`config.mk`:
```
export PLATFORM = sky130hd
export DESIGN_NAME = instr_encoder
export DESIGN_NICKNAME = d
export VERILOG_FILES = /design/src/rtl/instr_encoder.sv
export SDC_FILE = /design/constraint.sdc
export NUM_CORES = 1
export LEC_CHECK = 0
export CORE_MARGIN = 5
export CORE_UTILIZATION = 48
export DETAILED_ROUTE_END_ITERATION = 10
export PLACE_DENSITY = 0.78
export SLEW_MARGIN = 10
export SYNTH_ARGS = -nofsm -noshare
export SYNTH_HDL_FRONTEND = slang
export SYNTH_SLANG_ARGS = --single-unit
```
`constraint.sdc`:
```
create_clock -name clk -period 3.81 [get_ports clk]
set_input_delay 0.5715 -clock clk [delete_from_list [all_inputs] [get_ports clk]]
set_output_delay 0.5715 -clock clk [all_outputs]
set_load 0.1 [all_outputs]
```
`src/rtl/instr_encoder.sv`:
```
// Streaming MIPS-subset instruction encoder feeding instruction memory through a 2-entry FIFO.
// Optional macro ENC_FIELD_CHECK_EN rejects writes to register 0 for ADD/SUB/SLT/LW/XORI.
module instr_encoder #(
    parameter int ADDR_W    = 8,
    parameter int MAX_WORDS = 256
) (
    input  logic              clk,
    input  logic              reset,
    input  logic              start,
    input  logic [ADDR_W-1:0] start_addr,
    input  logic              flush,
    input  logic              in_valid,
    output logic              in_ready,
    input  logic [3:0]        in_kind,
    input  logic [4:0]        in_rs,
    input  logic [4:0]        in_rt,
    input  logic [4:0]        in_rd,
    input  logic [15:0]       in_imm,
    input  logic [25:0]       in_target,
    output logic              wr_en,
    input  logic              wr_ready,
    output logic [ADDR_W-1:0] wr_addr,
    output logic [31:0]       wr_data,
    output logic [ADDR_W:0]   count,
    output logic              done,
    output logic              err
);
    localparam int CW = ADDR_W + 1;
    localparam logic [CW-1:0] MAX_C = CW'(MAX_WORDS);

    typedef enum logic [1:0] {S_IDLE, S_RUN, S_DRAIN, S_DONE} state_t;

    state_t            state_q, state_d;
    logic [1:0][31:0]  mem_q, mem_d;
    logic              rd_ptr_q, rd_ptr_d, wr_ptr_q, wr_ptr_d;
    logic [1:0]        occ_q, occ_d;
    logic [ADDR_W-1:0] wr_addr_q, wr_addr_d;
    logic [CW-1:0]     count_q, count_d;
    logic              err_q, err_d;

    logic [31:0] enc_word;
    logic        enc_legal;
    logic        accept, push, pop;
    logic [CW-1:0] total_q;

    // Bit 32 flags a legal kind; unused fields stay zero.
    function automatic logic [32:0] encode(input logic [3:0] kind, input logic [4:0] rs,
                                           input logic [4:0] rt, input logic [4:0] rd,
                                           input logic [15:0] imm, input logic [25:0] tgt);
        logic [31:0] w;
        logic        ok;
        w  = 32'h0;
        ok = 1'b1;
        case (kind)
            4'd0: w = 32'h0;
            4'd1: w = {6'b000000, rs, rt, rd, 5'd0, 6'b100000};
            4'd2: w = {6'b000000, rs, rt, rd, 5'd0, 6'b100010};
            4'd3: w = {6'b000000, rs, rt, rd, 5'd0, 6'b101010};
            4'd4: w = {6'b000000, rs, 5'd0, 5'd0, 5'd0, 6'b001000};
            4'd5: w = {6'b100011, rs, rt, imm};
            4'd6: w = {6'b101011, rs, rt, imm};
            4'd7: w = {6'b000101, rs, rt, imm};
            4'd8: w = {6'b000010, tgt};
            4'd9: w = {6'b001110, rs, rt, imm};
            default: ok = 1'b0;
        endcase
`ifdef ENC_FIELD_CHECK_EN
        if ((kind == 4'd1 || kind == 4'd2 || kind == 4'd3) && rd == 5'd0) ok = 1'b0;
        if ((kind == 4'd5 || kind == 4'd9) && rt == 5'd0) ok = 1'b0;
`endif
        return {ok, w};
    endfunction

    always_comb begin
        {enc_legal, enc_word} = encode(in_kind, in_rs, in_rt, in_rd, in_imm, in_target);
    end

    assign total_q  = count_q + CW'(occ_q);
    assign in_ready = (state_q == S_RUN) && (occ_q != 2'd2) && (total_q < MAX_C);
    assign wr_en    = (state_q == S_RUN || state_q == S_DRAIN) && (occ_q != 2'd0);
    assign wr_data  = mem_q[rd_ptr_q];
    assign wr_addr  = wr_addr_q;
    assign count    = count_q;
    assign done     = (state_q == S_DONE);
    assign err      = err_q;

    assign accept = in_valid && in_ready;
    assign push   = accept && enc_legal;
    assign pop    = wr_en && wr_ready;

    always_comb begin
        state_d   = state_q;
        mem_d     = mem_q;
        rd_ptr_d  = rd_ptr_q;
        wr_ptr_d  = wr_ptr_q;
        occ_d     = occ_q;
        wr_addr_d = wr_addr_q;
        count_d   = count_q;
        err_d     = err_q;
        if (start) begin
            // Restart wins over flush and drops any same-cycle handshake.
            state_d   = S_RUN;
            wr_addr_d = start_addr;
            count_d   = '0;
            occ_d     = 2'd0;
            rd_ptr_d  = 1'b0;
            wr_ptr_d  = 1'b0;
            err_d     = 1'b0;
        end else begin
            if (pop) begin
                rd_ptr_d  = ~rd_ptr_q;
                wr_addr_d = wr_addr_q + 1'b1;
                count_d   = count_q + 1'b1;
            end
            if (push) begin
                mem_d[wr_ptr_q] = enc_word;
                wr_ptr_d        = ~wr_ptr_q;
            end
            case ({push, pop})
                2'b10:   occ_d = occ_q + 2'd1;
                2'b01:   occ_d = occ_q - 2'd1;
                default: occ_d = occ_q;
            endcase
            if (accept && !enc_legal) err_d = 1'b1;
            case (state_q)
                S_RUN:   if (flush || (count_d + CW'(occ_d)) >= MAX_C) state_d = S_DRAIN;
                S_DRAIN: if (occ_d == 2'd0) state_d = S_DONE;
                default: state_d = state_q;
            endcase
        end
    end

    always_ff @(posedge clk) begin
        if (reset) begin
            state_q   <= S_IDLE;
            mem_q     <= '0;
            rd_ptr_q  <= 1'b0;
            wr_ptr_q  <= 1'b0;
            occ_q     <= 2'd0;
            wr_addr_q <= '0;
            count_q   <= '0;
            err_q     <= 1'b0;
        end else begin
            state_q   <= state_d;
            mem_q     <= mem_d;
            rd_ptr_q  <= rd_ptr_d;
            wr_ptr_q  <= wr_ptr_d;
            occ_q     <= occ_d;
            wr_addr_q <= wr_addr_d;
            count_q   <= count_d;
            err_q     <= err_d;
        end
    end
endmodule

```
==> impl_metrics.yaml, run 1 <==
drt:
  via_per_inst: 5.37
  drc: 0
  wl_per_cell_um: 15.9
  drt_pass1_iterations: 5
  drtIter0Drc: 251
  vias: 4291
  drt_wl_total_um: 12700
  postRouteAntennaNets: 0
cells_and_area:
  fill_cells: 766
  num_antenna_cells: 0
  multi_input_area_um2: 2690
  ff_latch_area_um2: 1750
  drive_gt1_share_pct: 19.4
  area_growth_pct: 36.5
  nets: 748
die:
  die_y_um: 107
  dieArea_um2: 11500
  start_util_pct: 49.1
  fp-row-count: 35
  coreArea_um2: 9240
  ios: 128
  die_w_um: 107
logic_synthesis:
  synth_commonest_cells: "dfxtp_1 (86), nor2_1 (63), nand2_1 (61)"
  syn_nets: 631
  avgSynthCellArea_um2: 8.27
  yosysMostFrequentCell: "dfxtp_1"
  yosys.area.top_type: "dfxtp_1"
  synth_ff_type: "dfxtp_1"
  synthesis.instances: 548
  synth_cell_type_count: 53
  ys_top_cells_by_area: "dfxtp_1 (38%), mux2_2 (7.7%), nand2b_1 (6.8%), o21ai_0 (6.4%), nor2_1 (5.2%)"
  synth-edff-count: 0
  synth_async_sr_flop_share_pct: 0
  synth_top_area_share_pct: 38.0
  yosysSeqAreaShare_pct: 38.0
  yosys_warnings: 0
  synth_seq_cells: 86
  syn-cell-area_um2: 4530
clock_tree:
  clock_latency_ns: 0.35
  cts.sinks: 86
  ctsHoldBuffers: 0
  cts_resized: 0
  clk_root_buffer_cell: "clkbuf_8"
  cts-buffers-inserted: 9
  htreeDepth: 3
  tritoncts: "done"
  post-cts-setup-buffers: 0
  clk_pin_slew_ns: 0.09
  clockBufferDepth: 2
critical_path:
  cp.buffers_inverters: 2
  crit_slowest_cell: "dfxtp_1"
  crit_required_ns: 4.00
  crit_arrival_ns: 3.73
  crit_path_end_kind: "flip-flop"
  worst_path_dominant_cell_family: "compound AO/OA/AOI/OAI gates"
  slowest_delay_ns: 0.39
  cp_cell_sequence: "ha_4 > a31oi_4 > o31a_1 > nor3_4 > nand3_4 > ha_4 > xnor2_1 > nor2_1 > xnor2_2 > inv_1 > ha_1 > inv_1 > a211oi_2 > o211ai_1 > nand4b_1 > a211oi_2 > a211oi_1"
  crit_type: "flip-flop to flip-flop"
  worstSetupStartpointType: "flip-flop"
  crit_path_max_fanout: 4
pwr:
  p_clk_share_pct: 36.4
  p_seq_share_pct: 45.9
  powerDensity_nw_per_um2: 323
  comb_power_share_pct: 17.6
  p_int_w: 0.00146
  peakVddDrop_v: 0.000221
  p_leak_nw: 2.27
  swShare_pct: 27.0
  power_switching_w: 0.000541
grt:
  grt_usage_pct: 22.0
  antenna_found_initial: 0
  grt_pass1_vias: 4234
  grt_start_max_net_pins: 60
  grt_pass1_wl_um: 20600
  grt_remaining_overflow: 0
timing:
  setup_viol: 0
  rsz0062_at_grt: "no"
  post-route-period-util_pct: 92.8
  fmax_mhz: 283
  max_slew_margin_pct: 31.3
  hold_slack_ns: 0.474
  finalHoldViolCount: 0
  finalMaxSlewViolations: 0
  fin_ws_ns: 0.275
  skew_ns: 0.00990
  worstMarginPinSlew_ns: 1.03
  period_minus_slack_ns: 3.54
flow_run:
  max_cap_violations: 0
outcome:
  status: "completed"
worst_hold_path:
  hold_class: "flip-flop to flip-flop"
placement:
  hpwl_um: 9190
  place.gp.congestion: 0.873
  io_buffers: 126
  post-place-ws_ns: 0.0634
metrics by stage:
step / instance area (µm²) / util (%) / cells / power [W] / TNS, ns
floorplan: 4620 / - / 548 / 0.00115 / -0.623
global placement: 5940 / 64.2 / 783 / 0.00128 / 0
detailed placement: 5940 / 64.2 / 783 / 0.00129 / 0
CTS: 6170 / 66.8 / 799 / 0.00201 / 0
global route: 6190 / 67.0 / 799 / 0.00208 / 0
finish: 6190 / 67.0 / 799 / 0.00200 / 0
registers in the layout (all words and copies together), names as in the netlist:
register	count
count	9
err	1
state_q	2
wr_addr	8
mem_q	62
wr_ptr_q	1
rd_ptr_q	1
occ_q	2
cells by family (layout without fill, tap and decap cells):
family	count (synthesis)	after routing	synth area share (%)
simple gates	219	219	24.2
mux	38	38	9.24
fa+ha+maj	8	8	2.21
xor+xnor	18	18	3.48
buf+inv	51	173	4.72
compound gates	127	127	18.1
other cells	1	1	0.0827
flops	86	86	38.0
power by group through the flow:
| stage | Clock [W] | Combinational (W) | Sequential (W) |
|---|---|---|---|
| finish | 0.000729 | 0.000353 | 0.000919 |
| global route | 0.000779 | 0.000376 | 0.000921 |
| detailed placement | 0 | 0.000350 | 0.000939 |
| CTS | 0.000743 | 0.000352 | 0.000918 |
| floorplan | 0 | 0.000180 | 0.000972 |
| global placement | 0 | 0.000345 | 0.000938 |
layer usage:
| layer | share of wire (%) | wire length, µm | global-route usage [%] |
|---|---|---|---|
| met4 | 1.3 | 162 | 6.30 |
| met3 | 8.0 | 1010 | 6.02 |
| met1 | 40 | 5110 | 26.5 |
| met5 | 0 | 0 | 0 |
| met2 | 50 | 6380 | 38.2 |
cell usage in the layout (no fill, tap or decap), drive strengths merged, types with 2 or more instances in the layout:
cell	n
mux2	31
xnor2	9
nand2b	49
dfxtp	86
clkbuf	11
a22oi	20
ha	8
nand4	4
buf	52
o32a	2
clkinvlp	2
clkinv	2
bufinv	2
or3	3
nand3	9
inv	12
mux2i	7
o21ai	58
a21oi	15
or2	2
a222oi	5
nor2b	7
nor2	63
xor2	9
nor4	3
nor3b	2
nand2	61
a31oi	3
a211oi	16
nor3	7
and3	2
clkdlybuf4s50	92
tightest hold or removal path: stages, from the launching register on:
cell      delay [ns]
dfxtp_1         0.32
nand2b_1        0.06
o21ai_0         0.06
path summary, 6_finish.rpt:
check / cells after the start / slack (ns) / to / startpoint
max reg2reg: 17 / 0.27 / state_q[0] / occ_q[1]
max: 17 / 0.27 / state_q[0] / occ_q[1]
min reg2reg: 2 / 0.47 / mem_q[40] / mem_q[40]
min: 2 / 0.47 / mem_q[40] / mem_q[40]
cell type report:
cell class | count | share of cell area [%]
multi-input combinational | 411 | 43.4
inverter | 13 | 0.788
timing repair buffer | 144 | 21.1
sequential | 86 | 28.3
tap | 129 | 2.61
clock inverter | 5 | 1.29
clock buffer | 11 | 2.47
Power figures use the tool's default switching activity.
==> run 2, diff against run 1 <==
ABC_AREA = 1   (was not set)
==> run 2 against run 1 <==
Critical path depth rose by 7; die area fell by 0.16%; final cell count rose by 12%.
==> impl_metrics.yaml, run 2 <==
critical_path:
  rr_endpoint: "state_q[1]"
  rr_startpoint: "occ_q[1]"
  crit_arrival_ns: 3.69
  crit_type: "flip-flop to flip-flop"
  crit_required_ns: 4.04
  r2r_setup_slack_ns: 0.35
  reg2regPathDepth: 24
  worstSetupStartpointType: "flip-flop"
  crit_path_end_kind: "flip-flop"
  crit_path_max_fanout: 4
timing:
  period_minus_slack_ns: 3.46
  rsz0062_at_grt: "no"
  hold_slack_ns: 0.451
  fmax_mhz: 289
  fin_ws_ns: 0.347
  post-route-period-util_pct: 90.9
  max_slew_margin_pct: 28.7
  finalHoldViolCount: 0
  skew_ns: 0.0136
  worstMarginPinSlew_ns: 1.07
  setup_viol: 0
  finalMaxSlewViolations: 0
pwr:
  peakVddDrop_v: 0.000164
  powerDensity_nw_per_um2: 318
  p_leak_nw: 2.50
grt:
  grt_pass1_wl_um: 20800
  antenna_found_initial: 0
  grt_start_max_net_pins: 64
  grt_remaining_overflow: 0
  grt_usage_pct: 22.1
  grt_pass1_vias: 4427
logic_synthesis:
  synth_top_area_share_pct: 38.0
  yosys_warnings: 0
  yosys.area.top_type: "dfxtp_1"
  synth-edff-count: 0
  syn_nets: 753
  yosysSeqAreaShare_pct: 38.0
  synthesis.instances: 670
  synth_async_sr_flop_share_pct: 0
  synth_seq_cells: 86
  synth_ff_type: "dfxtp_1"
  syn-cell-area_um2: 4530
  synth_commonest_cells: "inv_1 (127), nand2_1 (119), o21ai_0 (89)"
  synth_cell_type_count: 40
  yosysMostFrequentCell: "inv_1"
  ys_top_cells_by_area: "dfxtp_1 (38%), inv_1 (11%), nand2_1 (9.9%), o21ai_0 (9.8%), a21oi_1 (8.4%)"
  avgSynthCellArea_um2: 6.76
drt:
  drt_wl_total_um: 12800
  drc: 0
  routed.top_layer: "met4"
  dr_wl_met3_um: 898
  postRouteAntennaNets: 0
  wl_met1_um: 5490
  via_per_inst: 5.21
  vias: 4676
  wl_met2_um: 6200
  drt_pass1_iterations: 4
  wl_per_cell_um: 14.3
  drtIter0Drc: 321
clock_tree:
  tritoncts: "done"
  cts.sinks: 86
  cts-buffers-inserted: 9
  clock_latency_ns: 0.36
  ctsHoldBuffers: 0
  clk_pin_slew_ns: 0.09
  cts_resized: 0
  clockBufferDepth: 2
  post-cts-setup-buffers: 0
  htreeDepth: 3
  clk_root_buffer_cell: "clkbuf_8"
die:
  die_w_um: 107
  start_util_pct: 49.2
  die_y_um: 107
  ios: 128
  fp-row-count: 35
  dieArea_um2: 11500
  coreArea_um2: 9200
placement:
  io_buffers: 126
  dp_cells: 881
  post-place-ws_ns: 0.137
  hpwl_um: 9310
  place.gp.congestion: 0.851
worst_hold_path:
  worstHoldStart: "mem_q[14]"
  hold_class: "flip-flop to flip-flop"
  hold-path-cell-count: 2
  worstHoldEndpoint: "mem_q[14]"
cells_and_area:
  drive_gt1_share_pct: 11.1
  layout_commonest_cell: "inv_1"
  area_growth_pct: 32.5
  instances_no_fill: 897
  layout_common_cells: "inv_1 (126), nand2_1 (118), clkdlybuf4s50_1 (93)"
  largest_register_ffs: 62
  top_register: "mem_q"
  num_antenna_cells: 0
  nets: 864
outcome:
  status: "completed"
flow_run:
  max_cap_violations: 0
[run 2: per-stage QoR]
stage / utilization (%) / cell area (µm²) / power, W / setup TNS, ns
2_1_floorplan: - / 4610 / 0.00120 / -0.0680
3_3_place_gp: 63.3 / 5820 / 0.00134 / 0
5_1_grt: 65.2 / 6000 / 0.00199 / 0
6_report: 65.2 / 6000 / 0.00191 / 0
3_5_place_dp: 63.3 / 5820 / 0.00135 / 0
4_1_cts: 65.2 / 6000 / 0.00192 / 0
[run 2: worst max path at each step]
stage                     startpoint          to  cells after the start
final                       occ_q[1]  state_q[1]                     24
after global routing        occ_q[1]  state_q[0]                     25
after global placement    in_kind[3]  state_q[0]                     25
after CTS                   occ_q[1]  state_q[1]                     24
after floorplan             count[1]  state_q[0]                     25
after detailed placement  in_kind[3]  state_q[1]                     24
[run 2: worst max-delay path, cell delays in order, from the launching register on]
cell and delay (ns):
dfxtp_1 0.42, ha_4 0.23, a31o_4 0.24, nand2_4 0.08
o21ai_4 0.06, a21oi_4 0.15, nand2_2 0.08, nor2_4 0.18
inv_2 0.08, ha_4 0.22, a21oi_2 0.09, o21ai_1 0.09
xor2_1 0.19, ha_1 0.30, inv_1 0.04, nor2_1 0.09
nand3_1 0.08, nand2_1 0.06, nand2_1 0.04, nor2_1 0.13
nand2_1 0.07, nand2_1 0.08, nand3_1 0.08, o21ai_1 0.18
a21oi_1 0.08
[run 2: final cells by class]
| cell class | instances | area (µm²) |
|---|---|---|
| Timing Repair Buffer | 133 | 1230 |
| Fill cell | 843 | 3200 |
| Clock inverter | 6 | 46.3 |
| Clock buffer | 10 | 128 |
| Multi-Input combinational cell | 421 | 2220 |
| Sequential cell | 86 | 1740 |
| Tap cell | 111 | 139 |
| Inverter | 130 | 489 |
[run 2: report_power, final]
group          leakage, nW  total [W]  switching (W)  internal, W
sequential           0.702   0.000926      0.0000118     0.000915
combinational         1.71   0.000402       0.000261     0.000141
clock               0.0829   0.000580       0.000340     0.000240
total                 2.50    0.00191       0.000612      0.00130
[run 2: kinds of logic (layout without fill, tap and decap cells)]
kind of cell	after synthesis	in the layout	synth area share, %
AOI/OAI and AO/OA	209	209	25.6
xor gates and xnor gates	8	8	1.55
adders and majority gates	8	8	2.21
buffers and inverters	163	279	14.3
DFF	86	86	38.0
other	1	1	0.0828
and+or+nand+nor	195	195	18.2
[run 2: metal layers]
metal	vias to the layer above	track usage, %
met5	-	0
met4	0	7.49
met3	24	5.54
met2	136	38.1
met1	2140	26.8
li1	2376	-
==> run 3, diff against run 2 <==
CTS_BUF_LIST = sky130_fd_sc_hd__clkbuf_4 sky130_fd_sc_hd__clkbuf_8 sky130_fd_sc_hd__clkbuf_16   (was not set)
==> run 3 against run 2 <==
Clock power rose by 2%; via count rose by 0.24%; power rose by 0.58%; wire length rose by 0.64%; combinational power barely moved; die area did not move; hold slack improved by 0.0017 ns.
==> impl_metrics.yaml, run 3 (synthesis results as in run 2) <==
timing:
  max_slew_margin_pct: 29.0
  setup_viol: 0
  fmax_mhz: 288
  rsz0062_at_grt: "no"
  finalMaxSlewViolations: 0
  post-route-period-util_pct: 91.0
  skew_ns: 0.0150
  period_minus_slack_ns: 3.47
  timing.setup.tns_ns: 0
  finalHoldViolCount: 0
  worstMarginPinSlew_ns: 1.06
die:
  die_y_um: 107
  ios: 128
  start_util_pct: 49.2
  dieArea_um2: 11500
  die_w_um: 107
  fp-row-count: 35
  coreArea_um2: 9200
cells_and_area:
  nets: 864
  multi_input_area_um2: 2220
  area_growth_pct: 32.6
  layout_common_cells: "inv_1 (126), nand2_1 (118), clkdlybuf4s50_1 (93)"
  stdcell_area_um2: 6000
  largest_register_ffs: 62
  top_register: "mem_q"
  fill_cells: 845
  num_antenna_cells: 0
  layout_commonest_cell: "inv_1"
  ff_latch_area_um2: 1740
  drive_gt1_share_pct: 11.2
drt:
  wl_per_cell_um: 14.4
  via_per_inst: 5.23
  postRouteAntennaNets: 0
  drc: 0
  vias: 4687
  drt_pass1_iterations: 5
  drtIter0Drc: 321
  drt_wl_total_um: 12900
clock_tree:
  cts.sinks: 86
  htreeDepth: 3
  cts-buffers-inserted: 9
  clk_root_buffer_cell: "clkbuf_8"
  clock_latency_ns: 0.37
  clockBufferDepth: 2
  post-cts-setup-buffers: 0
  cts_resized: 0
  ctsHoldBuffers: 0
  clk_pin_slew_ns: 0.09
  tritoncts: "done"
pwr:
  p_total_w: 0.00192
  powerDensity_nw_per_um2: 320
  p_leak_nw: 2.50
  peakVddDrop_v: 0.000167
critical_path:
  crit_arrival_ns: 3.74
  cp-startpoint: "occ_q[1]"
  crit_required_ns: 4.09
  crit_path_max_fanout: 4
  crit_type: "flip-flop to flip-flop"
  rr_startpoint: "occ_q[1]"
  crit_path_end_kind: "flip-flop"
  worstSetupStartpointType: "flip-flop"
outcome:
  status: "completed"
grt:
  grt_pass1_vias: 4465
  grt_start_max_net_pins: 64
  grt_remaining_overflow: 0
  antenna_found_initial: 0
  grt_usage_pct: 22.2
  grt_pass1_wl_um: 20900
placement:
  place_area_um2: 5820
  hpwl_um: 9310
  place.gp.congestion: 0.851
  io_buffers: 126
worst_hold_path:
  worstHoldStart: "mem_q[14]"
  hold_class: "flip-flop to flip-flop"
flow_run:
  max_cap_violations: 0
[run 3: cell counts in the layout (fill, tap and decap cells not counted)]
No cell type changed its count.
[run 3: path summary, 6_finish.rpt]
path                endpoint  slack, ns  depth (start not counted)
setup reg to reg  state_q[0]       0.34                         25
setup / recovery  state_q[0]       0.34                         25
hold reg to reg    mem_q[14]       0.45                          2
hold / removal     mem_q[14]       0.45                          2
[run 3: layer usage]
| layer | up-vias | GRT usage [%] | share of wire (%) |
|---|---|---|---|
| li1 | 2374 | - | - |
| met1 | 2143 | 26.8 | 42 |
| met2 | 148 | 37.6 | 48 |
| met3 | 22 | 6.44 | 7.8 |
| met4 | 0 | 7.95 | 2.0 |
| met5 | - | 0 | 0 |
[run 3: metrics by stage]
step	utilization [%]	hold WS [ns]	cells	setup WS (ns)
3_5_place_dp	63.3	0.438	881	0.137
6_report	65.3	0.452	897	0.343
4_1_cts	65.3	0.450	897	0.357
2_1_floorplan	-	0.424	670	-0.0464
5_1_grt	65.3	0.467	897	0.109
3_3_place_gp	63.3	0.432	881	0.317
[run 3: where the power goes]
group          leakage [nW]  switching (W)  internal (W)  total (W)
combinational          1.71       0.000262      0.000141   0.000403
sequential            0.702      0.0000118      0.000915   0.000926
clock                0.0863       0.000343      0.000248   0.000590
total                  2.50       0.000616       0.00130    0.00192
[run 3: worst max-delay path, stage by stage, from the launching register on]
cell	delay, ns
dfxtp_1	0.42
ha_4	0.23
a31o_4	0.24
nand2_4	0.08
o21ai_4	0.06
a21oi_4	0.15
nand2_2	0.08
nor2_4	0.18
inv_2	0.08
ha_4	0.22
a21oi_2	0.09
o21ai_1	0.09
xor2_1	0.19
ha_1	0.30
inv_1	0.04
nor2_1	0.09
nand3_1	0.08
nand2_1	0.06
nand2_1	0.04
nor2_1	0.12
nand2_1	0.06
nand2_1	0.08
nand4_1	0.13
nand3_1	0.10
nand2_1	0.06
a21oi_1	0.11
[run 3: final cells by class]
| class | count | share of cell area (%) |
|---|---|---|
| well taps | 111 | 2.31 |
| clock buffers | 10 | 2.19 |
| repair buffers | 133 | 20.5 |
| clock inverters | 6 | 0.771 |
| flip-flops and latches | 86 | 29.0 |
| inverters | 130 | 8.15 |
| multi-input cells | 421 | 37.0 |
